[src/rtl/board_io_pkg.sv]
// Shared helpers for the board I/O front end: debounce counter sizing and PWM constants.
// duty_t itself is declared per instance in the top, since it depends on the PWM_BITS parameter.
package board_io_pkg;

    localparam int DEF_PWM_BITS = 8;

    typedef logic [DEF_PWM_BITS-1:0] duty_def_t;

    // The counter only has to reach DEB_CYCLES-1, so $clog2 bits never wrap.
    function automatic int deb_cnt_w(input int deb_cycles);
        return (deb_cycles < 2) ? 1 : $clog2(deb_cycles);
    endfunction

    function automatic int pwm_period(input int pwm_bits);
        return 1 << pwm_bits;
    endfunction

    function automatic int pwm_max(input int pwm_bits);
        return (1 << pwm_bits) - 1;
    endfunction

endpackage

[src/rtl/io_debounce.sv]
// One input channel: 2-FF synchroniser, stability counter, debounced level and edge pulses.
// Latency: pad step to level/edge pulse is 2+DEB_CYCLES cycles; no backpressure.
module io_debounce
    import board_io_pkg::*;
#(
    parameter int   DEB_CYCLES = 250000,
    parameter logic RST_VAL    = 1'b0
) (
    input  logic clk,
    input  logic rst,
    input  logic pad,
    output logic level,
    output logic rise,
    output logic fall
);

    localparam int               CNT_W   = deb_cnt_w(DEB_CYCLES);
    localparam logic [CNT_W-1:0] CNT_MAX = CNT_W'(DEB_CYCLES - 1);

    logic             sync1;
    logic             sync2;
    logic [CNT_W-1:0] cnt;

    always_ff @(posedge clk or posedge rst) begin
        if (rst) begin
            sync1 <= RST_VAL;
            sync2 <= RST_VAL;
        end else begin
            sync1 <= pad;
            sync2 <= sync1;
        end
    end

    // Any cycle where the synced value matches the level restarts the count.
    always_ff @(posedge clk or posedge rst) begin
        if (rst) begin
            cnt   <= '0;
            level <= RST_VAL;
            rise  <= 1'b0;
            fall  <= 1'b0;
        end else begin
            rise <= 1'b0;
            fall <= 1'b0;
            if (sync2 == level) begin
                cnt <= '0;
            end else if (cnt == CNT_MAX) begin
                cnt   <= '0;
                level <= sync2;
                rise  <= sync2;
                fall  <= ~sync2;
            end else begin
                cnt <= cnt + 1'b1;
            end
        end
    end

endmodule

[src/rtl/board_io_frontend.sv]
// Board pin front end: debounced inputs with edge pulses, per-channel PWM LED drive, edge interrupts.
// Inputs: 2+DEB_CYCLES cycles to in_o; pwm_o registered, 1 cycle; no backpressure.
// Optional BOARD_IO_IRQ_EN builds pending/irq flops; otherwise irq outputs are tied low.
module board_io_frontend
    import board_io_pkg::*;
#(
    parameter int                NUM_IN     = 8,
    parameter int                DEB_CYCLES = 250000,
    parameter logic [NUM_IN-1:0] IN_RST_VAL = '0,
    parameter int                NUM_PWM    = 16,
    parameter int                PWM_BITS   = 8
) (
    input  logic                        clk,
    input  logic                        rst,
    input  logic [NUM_IN-1:0]           pad_i,
    output logic [NUM_IN-1:0]           in_o,
    output logic [NUM_IN-1:0]           rise_o,
    output logic [NUM_IN-1:0]           fall_o,
    input  logic [NUM_PWM*PWM_BITS-1:0] duty_i,
    input  logic [NUM_PWM-1:0]          pwm_en_i,
    output logic [NUM_PWM-1:0]          pwm_o,
    input  logic [NUM_IN-1:0]           irq_mask_i,
    input  logic [NUM_IN-1:0]           irq_clr_i,
    output logic [NUM_IN-1:0]           irq_pend_o,
    output logic                        irq_o
);

    typedef logic [PWM_BITS-1:0] duty_t;

    localparam duty_t CNT_LAST = duty_t'(pwm_max(PWM_BITS));

    for (genvar i = 0; i < NUM_IN; i++) begin : g_deb
        io_debounce #(
            .DEB_CYCLES (DEB_CYCLES),
            .RST_VAL    (IN_RST_VAL[i])
        ) u_deb (
            .clk   (clk),
            .rst   (rst),
            .pad   (pad_i[i]),
            .level (in_o[i]),
            .rise  (rise_o[i]),
            .fall  (fall_o[i])
        );
    end

    duty_t cnt;
    duty_t duty_q   [NUM_PWM];
    duty_t duty_eff [NUM_PWM];
    logic  init_q;

    // The first cycle after reset uses duty_i directly, so the reset-time duty applies from cnt=0.
    always_comb begin
        for (int k = 0; k < NUM_PWM; k++) begin
            duty_eff[k] = init_q ? duty_i[k*PWM_BITS +: PWM_BITS] : duty_q[k];
        end
    end

    always_ff @(posedge clk or posedge rst) begin
        if (rst) begin
            cnt    <= '0;
            init_q <= 1'b1;
            pwm_o  <= '0;
            for (int k = 0; k < NUM_PWM; k++) begin
                duty_q[k] <= '0;
            end
        end else begin
            cnt    <= cnt + 1'b1;
            init_q <= 1'b0;
            for (int k = 0; k < NUM_PWM; k++) begin
                pwm_o[k] <= pwm_en_i[k] && (cnt < duty_eff[k]);
                // Duty only changes across the wrap, so a period is never cut short.
                if (init_q || cnt == CNT_LAST) begin
                    duty_q[k] <= duty_i[k*PWM_BITS +: PWM_BITS];
                end
            end
        end
    end

`ifdef BOARD_IO_IRQ_EN
    always_ff @(posedge clk or posedge rst) begin
        if (rst) begin
            irq_pend_o <= '0;
            irq_o      <= 1'b0;
        end else begin
            // Set has priority over a simultaneous clear.
            irq_pend_o <= (irq_pend_o & ~irq_clr_i) | rise_o | fall_o;
            irq_o      <= |(irq_pend_o & irq_mask_i);
        end
    end
`else
    logic unused_irq_inputs;
    assign unused_irq_inputs = ^{irq_mask_i, irq_clr_i};
    assign irq_pend_o        = '0;
    assign irq_o             = 1'b0;
`endif

endmodule

[config.mk]
export PLATFORM = sky130hd
export DESIGN_NAME = board_io_frontend
export DESIGN_NICKNAME = d
export VERILOG_FILES = /design/src/rtl/board_io_pkg.sv /design/src/rtl/io_debounce.sv /design/src/rtl/board_io_frontend.sv
export SDC_FILE = /design/constraint.sdc
export NUM_CORES = 1
export LEC_CHECK = 0
export ABC_AREA = 1
export CORE_UTILIZATION = 49
export DETAILED_ROUTE_END_ITERATION = 7
export GPL_TIMING_DRIVEN = 0
export PLACE_DENSITY_LB_ADDON = 0.15
export SYNTH_ARGS = -nofsm -noshare
export SYNTH_HDL_FRONTEND = slang
export SYNTH_SLANG_ARGS = --single-unit
[constraint.sdc]
create_clock -name clk -period 21.7 [get_ports clk]
set_clock_uncertainty 0.15 [all_clocks]
set_input_delay 2.17 -clock clk [delete_from_list [all_inputs] [get_ports clk]]
set_output_delay 2.17 -clock clk [all_outputs]
set_load 0.1 [all_outputs]
==> metrics list <==
- Status: finished, final reports clean
- Global-route wire length before repair: 83.9 mm
* Post-DR wirelength/cell: 14.9 um
* Half-perimeter wire length after placement: 35.3 mm
- Hold Path End: g_deb[6].u_deb.sync2
- After routing the design area is 23300 sq um.
* Maximum cell stage delay along the critical path: 1110 ps
- Leading cell type in the layout, fill and taps excluded: sky130_fd_sc_hd__nand2_1
* Area occupied by multi-input gates: 8930 sq um
- Source of the worst register-to-register timing path: cnt[1]
- Cell count after placement: 3291
* Final hold viol count: 0
- Total of cells resized after clock tree synthesis: 0
- After the flow finishes, the layout carries non-filler instances totaling 3370.
* Via Count: 17000
- Counting both buffers and inverters, the worst setup path holds a total of 2.
- The detailed router finished its first iteration with 1065 violations.
- Measured along the x axis, the die boundary spans 200 um.
- After global routing the overflow that remains totals 0.
- Power share of the combinational group: 0.131
* Data arrival, critical path: 2210 ps
- The worst register-to-register path has a depth of 8.
* Maximum number of pins on one net before global-route repair: 126
- Of the total power, the share spent switching nets is 0.262.
- CTS sink cnt: 337
- First-pass iteration count of the detailed router: 5
- In this run the worst path has a maximum fanout of 5.
- Counting flops with a built-in enable in the synthesized netlist gives 0.
- Share of layout cells above drive strength 1: 0.0499
- Via density per instance: 5.05
* Die area: 40100 sq um
- Aggregate global-route resource usage: 0.258
* Via count of the first global-routing pass: 16800
- After detailed routing, the number of remaining DRC violations is 0.
- For this design the top-level I/O count stands at 219.
* Total number of H-tree levels: 2
- Setup repair after global routing missed its margin: false
* Final critical delay including setup and external delays: 4530 ps
- Worst min-delay path category: reg -> reg
* Area taken by flip-flops and latches: 8430 sq um
* Worst Setup Start Kind: flip-flop
* Critical path, cell by cell: buf_4, clkdlybuf4s50_1
- Yosys printed 0 warnings.
- Final worst slack: 17170 ps
* Wire length reported by the detailed router: 50.3 mm
* Fin Setup TNS: 0 ps
- Routability-driven placement finished with a final weighted congestion of 0.896.
- Maximum count of clock buffers along a single path: 3
* Number of pins exceeding their max-slew limit in the final report: 0
- Synth cell types: 36
* Buffer count from post-CTS setup fixing: 0
* Ratio of total power to cell area: 66.7 nW/um^2
* R2r setup slk: 18820 ps
* Setup crit end kind: output pin
* Total setup violations reported at the end of the flow: 0
- Number of instances on the worst hold path: 0
- Die Height: 200 um
* Number of synthesized register bits: 337
- Period utilization: 0.209
- At the later pin of the worst-skew pair, clock insertion delay measures 560 ps.
- Sw power: 0.407 mW
* End of the worst register-to-register path: duty_q[71]
- After clock tree synthesis, the clock-pin slew on the worst setup and hold paths is 60 ps.
* Placed cell area: 22000 sq um
- Data on the critical path is required at its endpoint by 19380 ps.
- A synthesized cell averages 7.50 sq um.
* Max-slew headroom at the worst pin: 0.159
- VDD sags by at most 0.0000397 V.
- Worst hold start: g_deb[6].u_deb.sync1
* Core region area: 38700 sq um
- Standby leakage power: 11.5 nW
* Most common flop cell mapped by yosys: sky130_fd_sc_hd__dfrtp_1
- In the synthesized netlist, the number of instances is 2569.
* Layout-stage area growth over the synthesis result: 20.9%
- TritonCTS built the clock tree.
- CTS Hold Bufs: 0
- Number of input and output port buffers inserted: 193
* Number of antenna violations at the first check in global routing: 10
* Max-cap violation count: 0
- Counting flops with an async set or reset pin after synthesis yields a share of 1.00.
- Post-Synthesis Cell Area: 19300 sq um
* Max stage delay cell, worst path: sky130_fd_sc_hd__clkdlybuf4s50_1
- The initial utilization of the core area, before any placement, comes to 0.498.
- Fraction of power consumed by sequential logic: 0.430
- TritonCTS created 41 clock buffers.
- For the pin with the worst max-slew slack, the measured transition is 1260 ps.
- For this run, the top clock speed supported by timing is 221 MHz.
* Kind of critical path: reg -> out
- The filler cells instantiated in the layout total 3503.
- Crit path max-delay family: buffers and inverters
* Tightest hold margin: 201 ps
- Most frequent cells in the layout: sky130_fd_sc_hd__nand2_1, sky130_fd_sc_hd__nor2_1, sky130_fd_sc_hd__inv_1
- The tree is rooted in a sky130_fd_sc_hd__clkbuf_16.
* Standard-cell rows: 72
* Clock share of power: 0.439
* Antenna-violating nets left: 0
- After the last flow step, the layout net total stands at 3107.
- Share of the yosys chip area belonging to registers: 0.437
* Internal power: 1.15 mW
- At the placement stage, the worst setup path has a slack of 17090 ps.
-- per-stage QoR --
stage                util  power (mW)
floorplan               -       0.808
global placement    0.565       0.875
detailed placement  0.567       0.883
CTS                 0.601        1.57
global route        0.601        1.62
finish              0.602        1.55
-- registers in the layout, indices dropped and copies added, names as in the netlist --
name / cells
cnt: 8
duty_q: 128
g_deb.u_deb.cnt: 144
g_deb.u_deb.fall: 8
g_deb.u_deb.level: 8
g_deb.u_deb.rise: 8
g_deb.u_deb.sync1: 8
g_deb.u_deb.sync2: 8
init_q: 1
pwm_o: 16
-- cells in the mapped netlist (all sizes together) (4+ instances only) --
cell type | number | area [sq um]
xor2 | 44 | 385
nand3b | 4 | 30.0
nor4 | 5 | 31.3
and2 | 6 | 37.5
ha | 121 | 1510
mux2i | 10 | 100
nor3 | 44 | 225
a211oi | 4 | 30.0
xnor2 | 19 | 166
nand4 | 18 | 113
buf | 73 | 548
o21ai | 233 | 1170
nand3 | 148 | 746
nor3b | 7 | 52.6
nand2 | 683 | 2570
nor2 | 387 | 1460
dfrtp | 336 | 8410
clkbuf | 19 | 71.3
inv | 352 | 1320
a21oi | 50 | 250
-- metal layers --
layer  vias up  share of wire  global-route usage
met4         4          0.030              0.0976
met1      7899           0.44               0.340
met2       494           0.47               0.429
met5         -        0.00046                   0
met3        94          0.059              0.0381
li1       8528              -                   -
-- area by class of cell --
type,instances,share of cell area
repair buffers,195,0.0853
well taps,518,0.0278
clock inverters,7,0.00365
plain buffers,92,0.0266
multi-input cells,1796,0.383
clock buffers,64,0.0533
flip-flops and latches,337,0.362
diodes,8,0.000859
inverters,353,0.0572
-- cell families (layout without fill, tap and decap cells) --
group           after synthesis  count (layout)  share of synthesized area
simple gates               1303            1303                      0.273
buf+inv                     445             711                      0.101
fa+ha+maj                   121             121                     0.0785
compound gates              289             289                     0.0757
mux                          10              10                    0.00519
other cells                   1              18                   0.000195
xor+xnor                     63              63                     0.0286
flops                       337             337                      0.437
-- power groups by stage --
stage	Combinational [mW]	Clock, mW	Sequential [mW]
after global placement	0.196	0	0.680
final	0.203	0.682	0.669
after CTS	0.204	0.699	0.669
after global routing	0.228	0.723	0.671
after detailed placement	0.203	0	0.680
after floorplan	0.110	0	0.698
-- worst max path at each step --
stage                               from  depth (start not counted)         end  slack [ps]
global placement                     rst                          2  duty_q[29]        5610
floorplan                            rst                          1      cnt[0]       10040
detailed placement                   rst                          4  duty_q[18]       17090
CTS                 g_deb[6].u_deb.level                          2     in_o[6]       17120
global route        g_deb[6].u_deb.level                          2     in_o[6]       17090
finish              g_deb[0].u_deb.level                          2     in_o[0]       17170
No activity file was read; power rests on OpenSTA's default activity.
